===== config.mk =====
export PLATFORM = sky130hd
export DESIGN_NAME = tick_monitor_flat
export DESIGN_NICKNAME = d
export VERILOG_FILES = /design/src/rtl/tick_monitor_if.sv /design/src/rtl/tick_monitor.sv /design/src/flat_wrapper.sv
export SDC_FILE = /design/constraint.sdc
export NUM_CORES = 1
export LEC_CHECK = 0
export BUFFER_PORTS_ARGS = -buffer_cell sky130_fd_sc_hd__buf_2
export CORE_UTILIZATION = 52
export DETAILED_ROUTE_END_ITERATION = 12
export GPL_ROUTABILITY_DRIVEN = 0
export PLACE_DENSITY = 0.76
export SLEW_MARGIN = 15
export SYNTH_ARGS = -nofsm -noshare
export SYNTH_HDL_FRONTEND = slang
export SYNTH_SLANG_ARGS = --single-unit

===== constraint.sdc =====
create_clock -name clk_i -period 1.87 [get_ports clk_i]
set_clock_uncertainty 0.05 [all_clocks]
set_input_delay 0.2805 -clock clk_i [delete_from_list [all_inputs] [get_ports clk_i]]
set_output_delay 0.2805 -clock clk_i [all_outputs]
set_load 0.05 [all_outputs]

===== src/rtl/tick_monitor_if.sv =====
// Tick stream in, period/lock/timeout status out.
// master: tick source side; slave: the monitor.
interface tick_monitor_if #(
    parameter int WIDTH = 24
);
    logic             tick_i;
    logic [WIDTH-1:0] period_o;
    logic             period_valid_o;
    logic             locked_o;
    logic             timeout_o;
    logic [15:0]      glitch_count_o;

    modport master (
        output tick_i,
        input  period_o,
        input  period_valid_o,
        input  locked_o,
        input  timeout_o,
        input  glitch_count_o
    );

    modport slave (
        input  tick_i,
        output period_o,
        output period_valid_o,
        output locked_o,
        output timeout_o,
        output glitch_count_o
    );
endinterface


===== src/rtl/tick_monitor.sv =====
// Measures the cycle period of a single-cycle tick stream; reports lock,
// timeout and glitches. Ports: clk_i, reset_ni (async, active-low), mon.
module tick_monitor #(
    parameter int WIDTH      = 24,
    parameter int EXPECTED   = 101,
    parameter int TOLERANCE  = 0,
    parameter int LOCK_COUNT = 4,
    parameter int TIMEOUT    = 202
) (
    input logic           clk_i,
    input logic           reset_ni,
    tick_monitor_if.slave mon
);
    localparam int MW = $clog2(LOCK_COUNT + 1);

    localparam logic [WIDTH-1:0] TMO = WIDTH'(TIMEOUT);
    localparam logic [WIDTH-1:0] HI  = WIDTH'(EXPECTED + TOLERANCE);
    localparam logic [WIDTH-1:0] LO  =
        WIDTH'((EXPECTED > TOLERANCE) ? EXPECTED - TOLERANCE : 0);
    localparam logic [MW-1:0]    LCK = MW'(LOCK_COUNT);

    typedef enum logic [1:0] {
        IDLE,
        ACQUIRE,
        LOCKED,
        LOST
    } state_t;

    state_t           state_q, state_d;
    logic [WIDTH-1:0] elapsed_q, elapsed_d;
    logic [MW-1:0]    match_q, match_d;
    logic [WIDTH-1:0] period_q, period_d;
    logic             pvalid_q, pvalid_d;
    logic [15:0]      glitch_q, glitch_d;

    logic          tick;
    logic          in_tol;
    logic          at_tmo;
    logic [MW-1:0] match_inc;

    assign tick      = mon.tick_i;
    assign in_tol    = (elapsed_q >= LO) && (elapsed_q <= HI);
    assign at_tmo    = (elapsed_q == TMO);
    assign match_inc = (match_q == LCK) ? LCK : match_q + 1'b1;

    always_ff @(posedge clk_i or negedge reset_ni) begin
        if (!reset_ni) begin
            state_q   <= IDLE;
            elapsed_q <= '0;
            match_q   <= '0;
            period_q  <= '0;
            pvalid_q  <= 1'b0;
            glitch_q  <= '0;
        end else begin
            state_q   <= state_d;
            elapsed_q <= elapsed_d;
            match_q   <= match_d;
            period_q  <= period_d;
            pvalid_q  <= pvalid_d;
            glitch_q  <= glitch_d;
        end
    end

    always_comb begin
        state_d  = state_q;
        match_d  = match_q;
        period_d = period_q;
        pvalid_d = 1'b0;
        glitch_d = glitch_q;

        // IDLE holds 0 until the first tick; a tick always restarts at 1
        // so the next tick reads the full distance.
        if (tick) begin
            elapsed_d = WIDTH'(1);
        end else if (state_q == IDLE) begin
            elapsed_d = '0;
        end else if (at_tmo) begin
            elapsed_d = TMO;
        end else begin
            elapsed_d = elapsed_q + 1'b1;
        end

        unique case (state_q)
            IDLE: begin
                if (tick) begin
                    state_d = ACQUIRE;
                    match_d = '0;
                end
            end
            ACQUIRE: begin
                if (tick) begin
                    pvalid_d = 1'b1;
                    period_d = elapsed_q;
                    if (in_tol) begin
                        match_d = match_inc;
                        if (match_inc == LCK) begin
                            state_d = LOCKED;
                        end
                    end else begin
                        match_d = '0;
                    end
                end else if (at_tmo) begin
                    state_d = LOST;
                end
            end
            LOCKED: begin
                if (tick) begin
                    pvalid_d = 1'b1;
                    period_d = elapsed_q;
                    if (!in_tol) begin
                        state_d = ACQUIRE;
                        match_d = '0;
                        if (glitch_q != 16'hFFFF) begin
                            glitch_d = glitch_q + 1'b1;
                        end
                    end
                end else if (at_tmo) begin
                    state_d = LOST;
                end
            end
            LOST: begin
                if (tick) begin
                    state_d = ACQUIRE;
                    match_d = '0;
                end
            end
            default: begin
                state_d = IDLE;
            end
        endcase
    end

    assign mon.period_o       = period_q;
    assign mon.period_valid_o = pvalid_q;
    assign mon.locked_o       = (state_q == LOCKED);
    assign mon.timeout_o      = (state_q == LOST);
    assign mon.glitch_count_o = glitch_q;
endmodule


===== src/flat_wrapper.sv =====
// flat-port wrapper written by rule: the top's interface ports become plain ports
module tick_monitor_flat 
#(
    parameter int WIDTH      = 24,
    parameter int EXPECTED   = 101,
    parameter int TOLERANCE  = 0,
    parameter int LOCK_COUNT = 4,
    parameter int TIMEOUT    = 202
)
  (clk_i, reset_ni, mon_tick_i, mon_period_o, mon_period_valid_o, mon_locked_o, mon_timeout_o, mon_glitch_count_o);
  tick_monitor_if #(.WIDTH(WIDTH)) mon_i ();
  input logic clk_i;
  input logic reset_ni;
  input wire logic [$bits(mon_i.tick_i)-1:0] mon_tick_i;
  output wire logic [$bits(mon_i.period_o)-1:0] mon_period_o;
  output wire logic [$bits(mon_i.period_valid_o)-1:0] mon_period_valid_o;
  output wire logic [$bits(mon_i.locked_o)-1:0] mon_locked_o;
  output wire logic [$bits(mon_i.timeout_o)-1:0] mon_timeout_o;
  output wire logic [$bits(mon_i.glitch_count_o)-1:0] mon_glitch_count_o;
  assign mon_i.tick_i = mon_tick_i;
  assign mon_period_o = mon_i.period_o;
  assign mon_period_valid_o = mon_i.period_valid_o;
  assign mon_locked_o = mon_i.locked_o;
  assign mon_timeout_o = mon_i.timeout_o;
  assign mon_glitch_count_o = mon_i.glitch_count_o;
  tick_monitor #(.WIDTH(WIDTH), .EXPECTED(EXPECTED), .TOLERANCE(TOLERANCE), .LOCK_COUNT(LOCK_COUNT), .TIMEOUT(TIMEOUT)) u_core (.clk_i(clk_i), .reset_ni(reset_ni), .mon(mon_i));
endmodule

==> results of run 1 <==
cells by family (layout without fill, tap and decap cells):
group	after synthesis	after routing	share of synthesized area, %
AO/OA/AOI/OAI	21	21	4.62
flip-flops	70	70	50.1
buffers and inverters	20	133	2.25
adder cells (fa/ha/maj)	12	12	4.29
AND/OR/NAND/NOR	133	133	21.7
XOR/XNOR	37	37	9.27
multiplexers	24	24	7.80
synth_stat cells, drive strengths merged:
| cell type | instances | area share [%] |
|---|---|---|
| nor2b | 4 | 0.72 |
| and4 | 10 | 2.5 |
| o31ai | 1 | 0.21 |
| o32ai | 1 | 0.25 |
| and4bb | 1 | 0.36 |
| mux2 | 23 | 7.5 |
| buf | 3 | 0.43 |
| o311ai | 2 | 0.72 |
| nand4 | 12 | 2.1 |
| mux2i | 1 | 0.29 |
| xnor2 | 15 | 3.8 |
| xor2 | 22 | 5.5 |
| a211oi | 1 | 0.21 |
| nand3b | 1 | 0.21 |
| dfrtp | 70 | 50 |
| o21ai | 8 | 1.1 |
| clkbuf | 5 | 0.54 |
| nor3 | 13 | 1.9 |
| nand2 | 21 | 2.3 |
| nand4b | 1 | 0.25 |
| or3 | 2 | 0.36 |
| inv | 12 | 1.3 |
| o211a | 2 | 0.57 |
| a32oi | 1 | 0.25 |
| a31oi | 1 | 0.18 |
| or2 | 1 | 0.18 |
| nor2 | 26 | 2.8 |
| nor4 | 8 | 2.0 |
| a21oi | 1 | 0.14 |
| o221ai | 1 | 0.25 |
| nor4bb | 2 | 0.57 |
| o22a | 1 | 0.25 |
| a2111oi | 1 | 0.43 |
| and2 | 6 | 1.1 |
| nand3 | 15 | 2.3 |
| and3 | 7 | 1.4 |
| ha | 12 | 4.3 |
| nor3b | 3 | 0.64 |
stage by stage:
step | power [mW] | utilization (%) | cell area (sq um)
finish | 4.79 | 75.6 | 4860
global route | 5.01 | 75.6 | 4860
CTS | 4.53 | 70.5 | 4530
detailed placement | 3.31 | 66.2 | 4250
global placement | 3.26 | 66.2 | 4250
floorplan | 2.81 | - | 3550
cell type report:
cell class	instances	area [sq um]	share of cell area [%]
inverter	12	45.0	0.928
sequential	70	1770	36.4
clock inverter	4	47.5	0.979
multi-input combinational	227	1980	40.7
clock buffer	12	145	2.99
timing repair buffer	105	777	16.0
tap	77	96.3	1.98
power by group:
group	internal, mW	switching, mW	total [mW]	leakage, nW
logic	0.689	1.12	1.81	1.33
registers	1.64	0.128	1.76	0.939
clock network	0.649	0.571	1.22	0.0964
repair_timing:
item                                    CTS  global route
gates resized for setup                  10            63
hold endpoints to repair                 18             0
gates cloned                              0             3
pin swaps                                 5            25
hold buffers                              1             0
setup buffers                             2             2
endpoints found under the setup margin   15            36
critical path: cells and delay by family, from the launching register on:
| kind | cells | cell delay [ps] |
|---|---|---|
| flops | 1 | 450 |
| mux | 1 | 280 |
| simple gates | 4 | 1060 |
worst paths after layout:
check                                                          start                                         to  slack [ps]
max reg2reg                           u_core.elapsed_q[17]$_DFF_PN0_   u_core.mon.glitch_count_o[1]$_DFFE_PN0P_         -80
max                                   u_core.elapsed_q[17]$_DFF_PN0_   u_core.mon.glitch_count_o[1]$_DFFE_PN0P_         -80
min reg2reg                u_core.mon.glitch_count_o[10]$_DFFE_PN0P_  u_core.mon.glitch_count_o[10]$_DFFE_PN0P_         430
min                                                       mon_tick_i              u_core.elapsed_q[0]$_DFF_PN0_         190
min in group asynchronous                                   reset_ni        u_core.mon.period_o[17]$_DFFE_PN0P_         370
max in group asynchronous                                   reset_ni              u_core.elapsed_q[1]$_DFF_PN0_         770
state kept, by name, summed over array words and instances, names as in the netlist:
signal	cells
u_core.mon.period_valid_o	1
u_core.state_q	2
u_core.match_q	3
u_core.elapsed_q	24
u_core.mon.period_o	24
u_core.mon.glitch_count_o	16
cell usage in the layout, fill, tap and decap left out, types with 12 or more instances in the layout:
master / count
dfrtp_1: 57
buf_2: 45
nor2_4: 12
nand4_1: 12
nand3_1: 13
dfrtp_2: 13
mux2_2: 22
nand2_1: 20
xnor2_1: 15
buf_4: 47
xor2_1: 22
per-layer routing:
| layer | part of all wire (%) | wire [um] | up-vias | track usage [%] |
|---|---|---|---|---|
| met4 | 2.6 | 236 | 0 | 11.9 |
| li1 | - | - | 1350 | - |
| met5 | 0 | 0 | - | 0 |
| met1 | 43 | 3840 | 1445 | 33.3 |
| met2 | 50 | 4500 | 85 | 39.5 |
| met3 | 3.9 | 352 | 26 | 4.75 |
==> key figures, run 1 <==
Critical path
  – Max incr delay on CP: 450 ps
  – Crit end category: register
  – Worst Setup Path Type: reg2reg
  – WP data arrival: about 2200 ps
  – Worst path slowest cell: dfrtp_1
  – Critical path cell sequence: nor4_2 > nand2_1 > or3_4 > and3_4 > mux2_4
  – Crit path required time: 2070 ps
  – Startpoint type of the worst setup path: register
  – CP Max Fanout: 3
  – R2R cell count: 5

Pwr
  – Leakage: about 2.4 nW
  – Max VDD drop: 1230 uV
  – Pwr per Cell Area: 987 nW/um^2

Yosys
  – Synth warn: 0
  – Net Count, Synth: 332
  – Sequential area share after synthesis: 50.1%
  – Syn Area/Cell: 11.0 sq um
  – Netlist cell types: 45
  – Seq cells post-synth: 70
  – Synth Cell Area: 3500 sq um
  – Cells after Synth: 317

CTS
  – CTS tree: built
  – Clock sink count: 70
  – Htree depth: 3
  – Longest Clk Path Bufs: 2
  – TritonCTS Buffers: 9
  – Root Buffer: clkbuf_8
  – Clk_lat worst skew: roughly 350 ps
  – CTS clk-pin slew, worst paths: 80 ps

Floorplan
  – Io pins: between 40 and 50
  – Die H: 84.0 um
  – Initial Util: 54.4%
  – Die X: 84.0 um
  – Die Footprint: 7050 sq um
  – Rows: 29
  – Core Region: 6420 sq um

Timing
  – Slew at the pin closest to its max-slew limit: 474 ps
  – Crit share post-route: 104%
  – Slew margin rel.: 68.4%
  – Fmax: around 510 MHz
  – Hold_ws: 190 ps
  – Finish-stage setup viols: 20
  – Final min period: just under 2000 ps
  – Fin. max-slew vios: 0
  – Worst setup margin: -83.1 ps
  – Fin. Hold Viols: 0
  – Setup TNS: -590 ps
  – Unrepaired setup endpoints after global routing: true

Route
  – Drt drc: 7
  – Post-DRT Antenna Nets: 0
  – Average wire per standard cell: around 18 um
  – DRT iter0 DRCs: 214
  – Vias: 2,906
  – Drt pass-1 iters: 8
  – Vias per cell: 5.73
  – Final wirelength: 8940 um

Placement
  – PortBufs: 45
  – Hpwl dp: 5770 um
  – Dpl ws: -97.4 ps
  – Dpl cells: 483

Layout
  – Area delta synth->final: 38.9%
  – Filler Cells Inserted: roughly 390
  – Ant diodes: 0
  – Fin nets: 440
  – Non-filler cells, final: 507
  – Layout cells sized above 1: between 40% and 50%

Min path
  – Hold Path Class: in2reg
  – Hold Path Depth: 3

Outcome
  – Failing checks: design-rule violations, negative setup slack
  – Outcome: finished, violations left

Global routing
  – First-pass GRT wire length: 13,700 um
  – Gr ovfl total: 0
  – Overall routing resource usage: roughly 25%
  – Vias in the first global route: 2,871
  – Pin count of the biggest net entering global routing: 35
  – Initial antenna violation count: 0

Job
  – Max-Cap Viols: 0
Note: power is estimated with default switching activity, not from simulation.
==> run 2, diff against run 1 <==
--- a/config.mk
+++ b/config.mk
@@ -6,10 +6,11 @@
 export NUM_CORES = 1
 export LEC_CHECK = 0
 export BUFFER_PORTS_ARGS = -buffer_cell sky130_fd_sc_hd__buf_2
-export CORE_UTILIZATION = 52
+export CORE_UTILIZATION = 54
+export CTS_BUF_LIST = sky130_fd_sc_hd__clkbuf_8
 export DETAILED_ROUTE_END_ITERATION = 12
 export GPL_ROUTABILITY_DRIVEN = 0
-export PLACE_DENSITY = 0.76
+export PLACE_DENSITY = 0.78
 export SLEW_MARGIN = 15
 export SYNTH_ARGS = -nofsm -noshare
 export SYNTH_HDL_FRONTEND = slang
==> key figures, run 2 (same netlist as run 1, synthesis figures left out) <==
Outcome
  – Outcome: finished, violations left
  – Failing checks: negative setup slack

Floorplan
  – Die Footprint: 6800 sq um (-3.6%)
  – Die X: 82.5 um (-1.8%)
  – Core Region: 6100 sq um (-5.1%)
  – Die H: 82.5 um (-1.8%)
  – Rows: 28 (-3.4%)
  – Initial Util: 57.3% (+2.9 points)
  – Io pins: 46 (unchanged)

CTS
  – Clk_lat worst skew: 360 ps (about the same)
  – TritonCTS Buffers: 9 (unchanged)
  – CTS tree: built
  – Longest Clk Path Bufs: 2 (unchanged)
  – Htree depth: 3 (unchanged)
  – Root Buffer: clkbuf_8
  – CTS clk-pin slew, worst paths: 80 ps (about the same)
  – Clock sink count: 70 (unchanged)

Global routing
  – Pin count of the biggest net entering global routing: 71 (+100%)
  – First-pass GRT wire length: 14,500 um (+6.0%)
  – Overall routing resource usage: 29.9% (+4.8 points)
  – Initial antenna violation count: 0 (unchanged)
  – Gr ovfl total: 0 (unchanged)
  – Vias in the first global route: 2,976 (+3.7%)

Placement
  – Dpl cells: 476 (-1.4%)
  – Dpl ws: -248 ps (-150 ps)
  – Hpwl dp: 5540 um (-3.9%)
  – PortBufs: 45 (unchanged)

Route
  – Drt drc: 0 (-7)
  – Vias: 2,957 (+1.8%)
  – Post-DRT Antenna Nets: 0 (unchanged)
  – Vias per cell: 5.90 (+3.0%)
  – Drt pass-1 iters: 4 (-4)
  – DRT iter0 DRCs: 186 (-13%)
  – Average wire per standard cell: 18.7 um (+6.2%)
  – Final wirelength: 9380 um (+4.9%)

Timing
  – Fmax: 497 MHz (-2.9%)
  – Fin. Hold Viols: 0 (unchanged)
  – Slew at the pin closest to its max-slew limit: 436 ps (-38.0 ps)
  – Hold_ws: 211 ps (+21.6 ps)
  – Fin. max-slew vios: 0 (unchanged)
  – Finish-stage setup viols: 33 (+65%)
  – Slew margin rel.: 70.8% (+2.4 points)
  – Unrepaired setup endpoints after global routing: true
  – Worst setup margin: -141 ps (-58.0 ps)
  – Crit share post-route: 108% (+3.1 points)
  – Final min period: 2010 ps (+58.0 ps)

Critical path
  – Startpoint type of the worst setup path: register
  – WP data arrival: 2200 ps (+50 ps)
  – Worst path slowest cell: dfrtp_1
  – R2R cell count: 8 (+3)
  – Worst path bufs/invs: 3 (+3)
  – Worst Setup Path Type: reg2reg
  – CP Max Fanout: 9 (+6)
  – Max incr delay on CP: 420 ps (-30 ps)
  – Crit end category: register
  – Critical path cell sequence: nor4_4 > buf_4 > nand3_4 > buf_6 > nor3_4 > or3_4 > buf_16 > nor2_1
  – Crit path max-delay family: simple AND/OR/NAND/NOR gates
  – CP Depth: 8 (+3)
  – Crit path required time: 2060 ps (about the same)

Pwr
  – Leakage: 2.36 nW (about the same)
  – Max VDD drop: 1370 uV (+12%)
  – Pwr per Cell Area: 1050 nW/um^2 (+6.8%)

Layout
  – Ant diodes: 0 (unchanged)
  – Layout cells sized above 1: 45.3% (-2.6 points)
  – Area delta synth->final: 37.7%
  – Fin nets: 436 (-0.91%)
  – Commonest non-fill, non-tap cell in the layout: dfrtp_1
  – Commonest non-fill, non-tap cells in the layout: dfrtp_1, buf_4, buf_2
  – Non-filler cells, final: 501 (-1.2%)
  – Fin util: 79.0% (+3.4 points)

Job
  – Max-Cap Viols: 0 (unchanged)

Min path
  – Hold Path Depth: 3 (unchanged)
  – Hold Path Class: in2reg
-- run 2: cell type report --
type / instances / area (sq um)
flip-flops and latches: 70 / 1770
multi-input cells: 227 / 1930
clock inverters: 6 / 110
inverters: 12 / 45.0
clock buffers: 10 / 138
fillers: 362 / 1280
repair buffers: 101 / 733
well taps: 75 / 93.8
-- run 2: what timing repair did --
action,in CTS,in global routing
hold buffers,1,0
cloned,2,0
resized for setup,44,14
buffers inserted,4,3
pin swaps,18,14
setup endpoints to repair,37,39
endpoints found under the hold margin,70,0
-- run 2: report_power, final --
| group | switching [mW] | total, mW | leakage [nW] | internal [mW] |
|---|---|---|---|---|
| registers | 0.113 | 1.75 | 0.937 | 1.64 |
| logic | 1.13 | 1.80 | 1.30 | 0.673 |
| clock network | 0.604 | 1.52 | 0.124 | 0.920 |
-- run 2: path summary, 6_finish.rpt --
path                                                             end  slack, ps                                 startpoint
setup / recovery                       u_core.elapsed_q[9]$_DFF_PN0_       -140             u_core.elapsed_q[11]$_DFF_PN0_
hold / removal                         u_core.elapsed_q[0]$_DFF_PN0_        210                                 mon_tick_i
setup reg to reg                       u_core.elapsed_q[9]$_DFF_PN0_       -140             u_core.elapsed_q[11]$_DFF_PN0_
hold reg to reg            u_core.mon.glitch_count_o[14]$_DFFE_PN0P_        430  u_core.mon.glitch_count_o[14]$_DFFE_PN0P_
max in group asynchronous  u_core.mon.glitch_count_o[12]$_DFFE_PN0P_       1030                                   reset_ni
min in group asynchronous             u_core.elapsed_q[14]$_DFF_PN0_        420                                   reset_ni
-- run 2: tightest hold or removal path, stage by stage --
cell	delay, ps
buf_2	90
inv_1	110
o31ai_1	110
-- run 2: metal layers --
| layer | global-route usage [%] | up-vias | part of all wire (%) |
|---|---|---|---|
| li1 | - | 1339 | - |
| met1 | 35.1 | 1475 | 40 |
| met2 | 48.8 | 115 | 51 |
| met3 | 8.46 | 28 | 5.9 |
| met4 | 17.0 | 0 | 3.2 |
| met5 | 0 | - | 0 |
-- run 2: metrics by stage --
stage	total power [mW]	setup TNS, ps	area [sq um]
floorplan	2.81	-1130	3550
global placement	3.25	-1150	4210
CTS	5.01	-650	4740
finish	5.07	-2940	4810
global route	5.27	-4720	4810
detailed placement	3.30	-4730	4210
==> run 3, diff against run 2 <==
--- a/config.mk
+++ b/config.mk
@@ -6,6 +6,8 @@
 export NUM_CORES = 1
 export LEC_CHECK = 0
 export BUFFER_PORTS_ARGS = -buffer_cell sky130_fd_sc_hd__buf_2
+export CORE_ASPECT_RATIO = 2
+export CORE_MARGIN = 2
 export CORE_UTILIZATION = 54
 export CTS_BUF_LIST = sky130_fd_sc_hd__clkbuf_8
 export DETAILED_ROUTE_END_ITERATION = 12
==> key figures, run 3 (same netlist as run 1, synthesis figures left out) <==
Timing
  – Fin. Hold Viols: 0 (unchanged)
  – Setup TNS: -306 ps (+2640 ps)
  – Fin. max-slew vios: 0 (unchanged)
  – Hold_ws: 221 ps (+10.0 ps)
  – Slew margin rel.: 74.9% (+4.1 points)
  – Finish-stage setup viols: 11 (-67%)
  – Final min period: 1970 ps (-46.0 ps)
  – Crit share post-route: 105% (-2.5 points)
  – Slew at the pin closest to its max-slew limit: 373 ps (-62.8 ps)
  – Worst setup margin: -95.1 ps (+46.0 ps)
  – Fmax: 509 MHz (+2.3%)
  – Unrepaired setup endpoints after global routing: true

Route
  – Post-DRT Antenna Nets: 0 (unchanged)
  – Final wirelength: 8570 um (-8.6%)
  – DRT iter0 DRCs: 169 (-9.1%)
  – Drt drc: 0 (unchanged)
  – Vias: 2,872 (-2.9%)
  – Drt pass-1 iters: 4 (unchanged)
  – Average wire per standard cell: 16.7 um (-11%)
  – Vias per cell: 5.61 (-5.0%)

Floorplan
  – Die H: 118 um (+43%)
  – Rows: 41 (+46%)
  – Io pins: 46 (unchanged)
  – Core Region: 6310 sq um (+3.5%)
  – Die Footprint: 7170 sq um (+5.5%)
  – Initial Util: 55.4% (-1.9 points)
  – Die X: 60.9 um (-26%)

Critical path
  – Worst flop-to-flop path startpoint: u_core.elapsed_q[8]$_DFF_PN0_
  – Crit end category: register
  – Worst path slowest cell: dfrtp_1
  – Critical path cell sequence: nor4_4 > nand3_4 > or3_4 > and3_4 > mux2_4
  – Crit path required time: 2060 ps (about the same)
  – Startpoint type of the worst setup path: register
  – Reg2reg end: u_core.mon.glitch_count_o[1]$_DFFE_PN0P_
  – R2r setup slk: -100 ps (+50 ps)
  – Max incr delay on CP: 430 ps (about the same)
  – CP Max Fanout: 5 (-4)
  – R2R cell count: 5 (-3)
  – WP data arrival: 2160 ps (-40 ps)
  – Worst Setup Path Type: reg2reg

Pwr
  – Pwr per Cell Area: 991 nW/um^2 (-5.9%)
  – Max VDD drop: 576 uV (-58%)
  – Leakage: 2.34 nW (-0.86%)

Job
  – Max-Cap Viols: 0 (unchanged)

Layout
  – Commonest non-fill, non-tap cells in the layout: dfrtp_1, buf_4, buf_2
  – Area delta synth->final: 34.3%
  – Ant diodes: 0 (unchanged)
  – Fin nets: 437 (+0.23%)
  – Layout cells sized above 1: 43.7% (-1.6 points)
  – Filler Cells Inserted: 422 (+17%)
  – Design Area, Final: 4690 sq um (-2.5%)
  – Commonest non-fill, non-tap cell in the layout: dfrtp_1

Min path
  – Hold Path Class: in2reg
  – Hold Path Depth: 3 (unchanged)
  – Worst Hold Path EP: u_core.elapsed_q[0]$_DFF_PN0_
  – Worst hold start: mon_tick_i

CTS
  – Htree depth: 3 (unchanged)
  – Root Buffer: clkbuf_8
  – TritonCTS Buffers: 9 (unchanged)
  – Longest Clk Path Bufs: 2 (unchanged)
  – Clock sink count: 70 (unchanged)
  – CTS tree: built
  – CTS clk-pin slew, worst paths: 70 ps (about the same)
  – Clk_lat worst skew: 360 ps (about the same)

Global routing
  – Pin count of the biggest net entering global routing: 71 (unchanged)
  – First-pass GRT wire length: 13,900 um (-4.1%)
  – Initial antenna violation count: 0 (unchanged)
  – Overall routing resource usage: 26.1% (-3.8 points)
  – GRT busiest layer: met2
  – Met2 usage: 44.4% (-4.4 points)
  – Met3 Resource Use GR: 6.37% (-2.1 points)
  – Vias in the first global route: 2,996 (+0.67%)
  – Gr ovfl total: 0 (unchanged)
  – Met1 usage in global routing: 27.9% (-7.2 points)

Placement
  – Dpl ws: -213 ps (+35.1 ps)
  – Placed inst area: 4260 sq um (+1.2%)
  – PortBufs: 45 (unchanged)
  – Hpwl dp: 6010 um (+8.5%)

Outcome
  – Failing checks: negative setup slack
  – Outcome: finished, violations left
==> run 3: changes by cell type in the layout (fill, tap and decap cells not counted), moves of 2 or more <==
cell / change
bufinv_16: -2
buf_16: -2
buf_4: +4
nor2_4: -10
nor2_1: +11
dfrtp_1: -2
dfrtp_2: +2
==> run 3: how the worst max path moves through the flow <==
stage / depth (start not counted) / endpoint / start
3_5_place_dp: 5 / u_core.state_q[1]$_DFFE_PN0P_ / u_core.elapsed_q[11]$_DFF_PN0_
4_1_cts: 6 / u_core.mon.glitch_count_o[1]$_DFFE_PN0P_ / u_core.elapsed_q[18]$_DFF_PN0_
3_3_place_gp: 6 / u_core.mon.glitch_count_o[1]$_DFFE_PN0P_ / u_core.elapsed_q[16]$_DFF_PN0_
6_report: 5 / u_core.mon.glitch_count_o[1]$_DFFE_PN0P_ / u_core.elapsed_q[8]$_DFF_PN0_
5_1_grt: 7 / u_core.state_q[1]$_DFFE_PN0P_ / u_core.elapsed_q[0]$_DFF_PN0_
2_1_floorplan: 6 / u_core.mon.glitch_count_o[1]$_DFFE_PN0P_ / u_core.elapsed_q[11]$_DFF_PN0_
==> run 3: worst max-delay path, delay by kind of cell, from the launching register on <==
kind,cells,cell delay (ps)
flip-flops,1,430
multiplexers,1,280
AND/OR/NAND/NOR,4,1090
==> run 3: final cells by class <==
cell class              count  area [sq um]  area share, %
multi-input cells         227          1870           39.9
clock inverters             4          47.5           1.01
flip-flops and latches     70          1770           37.7
clock buffers              11           151           3.23
well taps                  86           108           2.29
repair buffers            102           697           14.8
inverters                  12          45.0          0.960
==> run 3: repair_timing <==
action | 4_1_cts | 5_1_grt
buffers inserted | 4 | 0
pin swaps | 8 | 7
resized for setup | 19 | 20
endpoints found under the setup margin | 40 | 41
hold buffers | 1 | 0
hold endpoints to repair | 70 | 0
==> run 3: per-layer routing <==
metal	share of wire, %	wire [um]
met1	36	3050
met5	0	0
met2	57	4880
met3	3.7	315
met4	3.8	327
==> run 3: stage by stage <==
stage	cells	util (%)	power, mW
floorplan	317	-	2.81
global placement	492	67.6	3.30
detailed placement	492	67.6	3.35
CTS	512	72.9	4.62
global route	512	74.4	4.89
finish	512	74.4	4.65
==> run 3: report_power, final <==
group | internal (mW) | leakage, nW | switching [mW]
registers | 1.64 | 0.934 | 0.103
clock network | 0.676 | 0.107 | 0.555
logic | 0.626 | 1.30 | 1.05
total | 2.94 | 2.34 | 1.71
